File: config.mk
export PLATFORM = sky130hd
export DESIGN_NAME = main_fsm_flat
export DESIGN_NICKNAME = d
export VERILOG_FILES = /design/src/rtl/main_fsm_if.sv /design/src/rtl/main_fsm.sv /design/src/flat_wrapper.sv
export SDC_FILE = /design/constraint.sdc
export NUM_CORES = 1
export LEC_CHECK = 0
export CAP_MARGIN = 20
export CORE_AREA = 2 2 39 41
export DETAILED_ROUTE_END_ITERATION = 12
export DIE_AREA = 0 0 41 43
export PLACE_DENSITY_LB_ADDON = 0.05
export SLEW_MARGIN = 20
export SYNTH_ARGS = -nofsm -noshare
export SYNTH_HDL_FRONTEND = slang
export SYNTH_SLANG_ARGS = --single-unit
File: constraint.sdc
create_clock -name clk -period 2.4 [get_ports clk]
set_clock_uncertainty 0.2 [all_clocks]
set_input_delay 0.24 -clock clk [delete_from_list [all_inputs] [get_ports clk]]
set_output_delay 0.24 -clock clk [all_outputs]
set_load 0.01 [all_outputs]
File: src/rtl/main_fsm_if.sv
`default_nettype none
// ============================================================================
// Module   : main_fsm_if
// Purpose  : Decoder-side instruction fields and datapath control strobes
//            exchanged with the multicycle ARM control state machine.
// Revision : 1.0 - initial release
// ============================================================================
interface main_fsm_if #(
    parameter int STATE_W = 4
);
    logic [1:0]         Op;
    logic [5:0]         Funct;
    logic               IRWrite;
    logic               AdrSrc;
    logic [1:0]         ALUSrcA;
    logic [1:0]         ALUSrcB;
    logic [1:0]         ResultSrc;
    logic               NextPC;
    logic               RegW;
    logic               MemW;
    logic               Branch;
    logic               ALUOp;
    logic [STATE_W-1:0] State;

    modport master (
        output Op, Funct,
        input  IRWrite, AdrSrc, ALUSrcA, ALUSrcB, ResultSrc,
        input  NextPC, RegW, MemW, Branch, ALUOp, State
    );

    modport slave (
        input  Op, Funct,
        output IRWrite, AdrSrc, ALUSrcA, ALUSrcB, ResultSrc,
        output NextPC, RegW, MemW, Branch, ALUOp, State
    );
endinterface
`default_nettype wire

File: src/rtl/main_fsm.sv
`default_nettype none
// ============================================================================
// Module   : main_fsm
// Purpose  : Multicycle ARM main control FSM (Moore); steers the shared
//            datapath and issues pre-condition write requests.
// Revision : 1.0 - initial release
// ============================================================================
module main_fsm #(
    parameter int STATE_W = 4
) (
    input  wire           clk,
    input  wire           reset,
    main_fsm_if.slave     bus
);
    typedef enum logic [STATE_W-1:0] {
        S_FETCH    = STATE_W'(0),
        S_DECODE   = STATE_W'(1),
        S_MEMADR   = STATE_W'(2),
        S_MEMRD    = STATE_W'(3),
        S_MEMWB    = STATE_W'(4),
        S_MEMWR    = STATE_W'(5),
        S_EXECUTER = STATE_W'(6),
        S_EXECUTEI = STATE_W'(7),
        S_ALUWB    = STATE_W'(8),
        S_BRANCH   = STATE_W'(9)
    } state_t;

    state_t r_state;
    state_t w_next;
    logic   w_unused;

    // Only I (Funct[5]) and L (Funct[0]) steer the sequence.
    assign w_unused = ^bus.Funct[4:1];

    always_ff @(posedge clk or posedge reset) begin
        if (reset) begin
            r_state <= S_FETCH;
        end else begin
            r_state <= w_next;
        end
    end

    always_comb begin
        w_next = S_FETCH;
        case (r_state)
            S_FETCH:    w_next = S_DECODE;
            S_DECODE: begin
                case (bus.Op)
                    2'b00:   w_next = bus.Funct[5] ? S_EXECUTEI : S_EXECUTER;
                    2'b01:   w_next = S_MEMADR;
                    2'b10:   w_next = S_BRANCH;
                    default: w_next = S_FETCH;
                endcase
            end
            S_MEMADR:   w_next = bus.Funct[0] ? S_MEMRD : S_MEMWR;
            S_MEMRD:    w_next = S_MEMWB;
            S_EXECUTER: w_next = S_ALUWB;
            S_EXECUTEI: w_next = S_ALUWB;
            default:    w_next = S_FETCH;
        endcase
    end

    always_comb begin
        bus.IRWrite   = 1'b0;
        bus.AdrSrc    = 1'b0;
        bus.ALUSrcA   = 2'b00;
        bus.ALUSrcB   = 2'b00;
        bus.ResultSrc = 2'b00;
        bus.NextPC    = 1'b0;
        bus.RegW      = 1'b0;
        bus.MemW      = 1'b0;
        bus.Branch    = 1'b0;
        bus.ALUOp     = 1'b0;
        case (r_state)
            S_FETCH: begin
                bus.IRWrite   = 1'b1;
                bus.ALUSrcA   = 2'b01;
                bus.ALUSrcB   = 2'b10;
                bus.ResultSrc = 2'b10;
                bus.NextPC    = 1'b1;
            end
            S_DECODE: begin
                bus.ALUSrcA   = 2'b01;
                bus.ALUSrcB   = 2'b10;
                bus.ResultSrc = 2'b10;
            end
            S_MEMADR:   bus.ALUSrcB = 2'b01;
            S_MEMRD:    bus.AdrSrc  = 1'b1;
            S_MEMWB: begin
                bus.ResultSrc = 2'b01;
                bus.RegW      = 1'b1;
            end
            S_MEMWR: begin
                bus.AdrSrc    = 1'b1;
                bus.MemW      = 1'b1;
            end
            S_EXECUTER: bus.ALUOp = 1'b1;
            S_EXECUTEI: begin
                bus.ALUSrcB   = 2'b01;
                bus.ALUOp     = 1'b1;
            end
            S_ALUWB:    bus.RegW = 1'b1;
            S_BRANCH: begin
                bus.ALUSrcB   = 2'b01;
                bus.ResultSrc = 2'b10;
                bus.Branch    = 1'b1;
            end
            default: ;
        endcase
    end

    assign bus.State = r_state;
endmodule
`default_nettype wire

File: src/flat_wrapper.sv
// flat-port wrapper written by rule: the top's interface ports become plain ports
module main_fsm_flat 
#(
    parameter int STATE_W = 4
)
  (clk, reset, bus_Op, bus_Funct, bus_IRWrite, bus_AdrSrc, bus_ALUSrcA, bus_ALUSrcB, bus_ResultSrc, bus_NextPC, bus_RegW, bus_MemW, bus_Branch, bus_ALUOp, bus_State);
  main_fsm_if #(.STATE_W(STATE_W)) bus_i ();
  input  wire clk;
  input  wire reset;
  input wire logic [$bits(bus_i.Op)-1:0] bus_Op;
  input wire logic [$bits(bus_i.Funct)-1:0] bus_Funct;
  output wire logic [$bits(bus_i.IRWrite)-1:0] bus_IRWrite;
  output wire logic [$bits(bus_i.AdrSrc)-1:0] bus_AdrSrc;
  output wire logic [$bits(bus_i.ALUSrcA)-1:0] bus_ALUSrcA;
  output wire logic [$bits(bus_i.ALUSrcB)-1:0] bus_ALUSrcB;
  output wire logic [$bits(bus_i.ResultSrc)-1:0] bus_ResultSrc;
  output wire logic [$bits(bus_i.NextPC)-1:0] bus_NextPC;
  output wire logic [$bits(bus_i.RegW)-1:0] bus_RegW;
  output wire logic [$bits(bus_i.MemW)-1:0] bus_MemW;
  output wire logic [$bits(bus_i.Branch)-1:0] bus_Branch;
  output wire logic [$bits(bus_i.ALUOp)-1:0] bus_ALUOp;
  output wire logic [$bits(bus_i.State)-1:0] bus_State;
  assign bus_i.Op = bus_Op;
  assign bus_i.Funct = bus_Funct;
  assign bus_IRWrite = bus_i.IRWrite;
  assign bus_AdrSrc = bus_i.AdrSrc;
  assign bus_ALUSrcA = bus_i.ALUSrcA;
  assign bus_ALUSrcB = bus_i.ALUSrcB;
  assign bus_ResultSrc = bus_i.ResultSrc;
  assign bus_NextPC = bus_i.NextPC;
  assign bus_RegW = bus_i.RegW;
  assign bus_MemW = bus_i.MemW;
  assign bus_Branch = bus_i.Branch;
  assign bus_ALUOp = bus_i.ALUOp;
  assign bus_State = bus_i.State;
  main_fsm #(.STATE_W(STATE_W)) u_core (.clk(clk), .reset(reset), .bus(bus_i));
endmodule
==> out/results.ini <==
[sta]
report.final.slew_viol_count=0
hold_viol=0
fin_crit_ns=2.254
rsz0062_at_grt=false
clock.fmax_mhz=443.6
setup_viol=0
fin_crit_sh_pct=93.93
fin_setup_tns_ns=0

[floorplanning]
row_count=14
coreArea_sq_um=1384
die_x_microns=41
dieArea_sq_um=1763
boundaryPins=27
die_y_microns=43
start_util_pct=27.22

[synthesis]
ys_types=22
synth_area_sq_um=376.6
ys_ff_latch=4
netlist_instances=44
synth.area.top_cells=dfrtp_1, buf_6, nor3_1
ys_seq_area_share_pct=26.58
syn-num-nets=54
syn_avg_cell_area_sq_um=8.559
yosys_warnings=0
post-synth-top-area-fraction_pct=26.58
synth.largest_area_cell=dfrtp_1

[worst_setup_path]
worstPathMaxFanout=11
crit_path_max_incr_delay_ns=0.54
crit_path_start_kind=flop
critical_path_buf_inv_count=1
end_kind=output pin
critPathKind=reg -> out
cp_top_family=buffers and inverters
crit_path_top_delay_cell=clkdlybuf4s50_1
critPathArrivalTime_ns=1.81
cp.required_ns=1.96
crit_chain=nor3b_4 -> and2_4 -> a31o_1 -> clkdlybuf4s50_1

[drt]
first_iter_violations=1
wl_per_cell_microns=11.69
viasPerCell=4.805
postRouteAntennaNets=0
remaining_drc_errors=0
dr.pass1.iters=2
num_vias=370
routed_wl_microns=900

[pwr]
max-vdd-ir-drop_mv=0.6183
leakage_nw=0.2097
power_density_nw_per_um2=1602

[global_route]
grtUsageMet2_pct=16.88
grt_max_degree=17
grt_use_met3_pct=2.094
busiest_layer=met2
track_usage_pct=12.88
globalRouteOverflowTotal=0
antenna_found_initial=0
grt_pass1_wl_microns=1511
first_global_vias=364
grtUsageMet1_pct=16.83

[cells_and_area]
area_delta_synth_final_pct=53.82
antenna-diode-count=0
final_cell_mix=clkdlybuf4s50_1, nor3_1, inv_1, xnor2_1, clkbuf_4
fill_cells=147
final_common_cell=clkdlybuf4s50_1
multi_input_area_sq_um=202.7
final_nets=73
largest_reg_flops=4
final_core_util_pct=41.86
ff_latch_area_sq_um=102.6
drive_gt1_share_pct=13.11

[clocking]
clk_path_buf_depth=2
clk_transition_reported_paths_ns=0.04
clock-sinks=4
h-tree-depth=1
clkLatencyLatePin_ns=0.23
cts_setup_buffers=0
cts_buffers=3
cts_root_buf=clkbuf_4
cts_tree=built

[place]
gp_congestion=0.7808
port-buffer-count=21
dp_hpwl_microns=631.9

[worst_hold_path]
min_path_type=reg -> reg

[outcome]
outcome=complete, no violations

[flow_run]
drv_cap=0

## where the power goes
group	total, mW	switching, mW	internal (mW)
registers	0.238	0.137	0.101
logic	0.609	0.222	0.387
clock network	0.0806	0.0249	0.0558
total	0.928	0.383	0.545
## cell families after synthesis
family	count (synthesis)	synth area share (%)
other	1	0.9957
flip-flops	4	26.58
AND/OR/NAND/NOR	18	32.23
buffers and inverters	11	21.26
XOR/XNOR	3	6.978
AO/OA/AOI/OAI	7	11.96
## per-stage QoR
step,power [mW],area (sq um),setup slack [ns],hold slack [ns],cells
after CTS,0.9271,570.5,0.04754,0.4723,77
final,0.9278,579.3,0.1457,0.4705,77
after global placement,0.8238,538.0,0.3322,0.2257,73
after floorplan,0.5878,376.6,0.5365,-0.1939,44
after global routing,1.009,579.3,0.01594,0.4966,77
after detailed placement,0.8345,538.0,0.3043,0.2269,73
## area by class of cell
| class | count | share of cell area, % |
|---|---|---|
| Tap cell | 16 | 3.456 |
| Clock buffer | 3 | 3.888 |
| Sequential cell | 4 | 17.71 |
| Timing Repair Buffer | 22 | 38.01 |
| Inverter | 3 | 1.944 |
| Multi-Input combinational cell | 29 | 34.99 |
## per-layer routing
metal  up-vias  part of all wire, %
li1        186                    -
met1       167                   43
met2        17                   49
met3         0                  7.9
met4         0                    0
met5         -                    0
## what timing repair did
action	CTS	global route
hold buffers	1	0
endpoints found under the setup margin	0	4
resized for setup	0	3
hold endpoints to repair	4	0
## synth_stat cells, drive strengths merged
cell type  count
a31o           1
and2           1
conb           1
o21ai          1
nand2          1
a21oi          2
buf            8
xnor2          3
nor3           6
a31oi          1
nor3b          3
dfrtp          4
nand3b         1
inv            3
nor4b          2
nor2           2
nand2b         1
nor4           1
a211oi         2
## path summary, 6_finish.rpt
check | startpoint | to | slack (ns) | depth (start not counted)
setup / recovery | u_core.bus.State[0] | bus_ALUSrcB[0] | 0.15 | 4
hold / removal | u_core.bus.State[2] | u_core.bus.State[0] | 0.47 | 1
setup reg to reg | u_core.bus.State[0] | u_core.bus.State[3] | 1.08 | 3
hold reg to reg | u_core.bus.State[2] | u_core.bus.State[0] | 0.47 | 1
max in group asynchronous | reset | u_core.bus.State[1] | 1.29 | 3
min in group asynchronous | reset | u_core.bus.State[3] | 0.55 | 3
No activity file was read; power rests on OpenSTA's default activity.
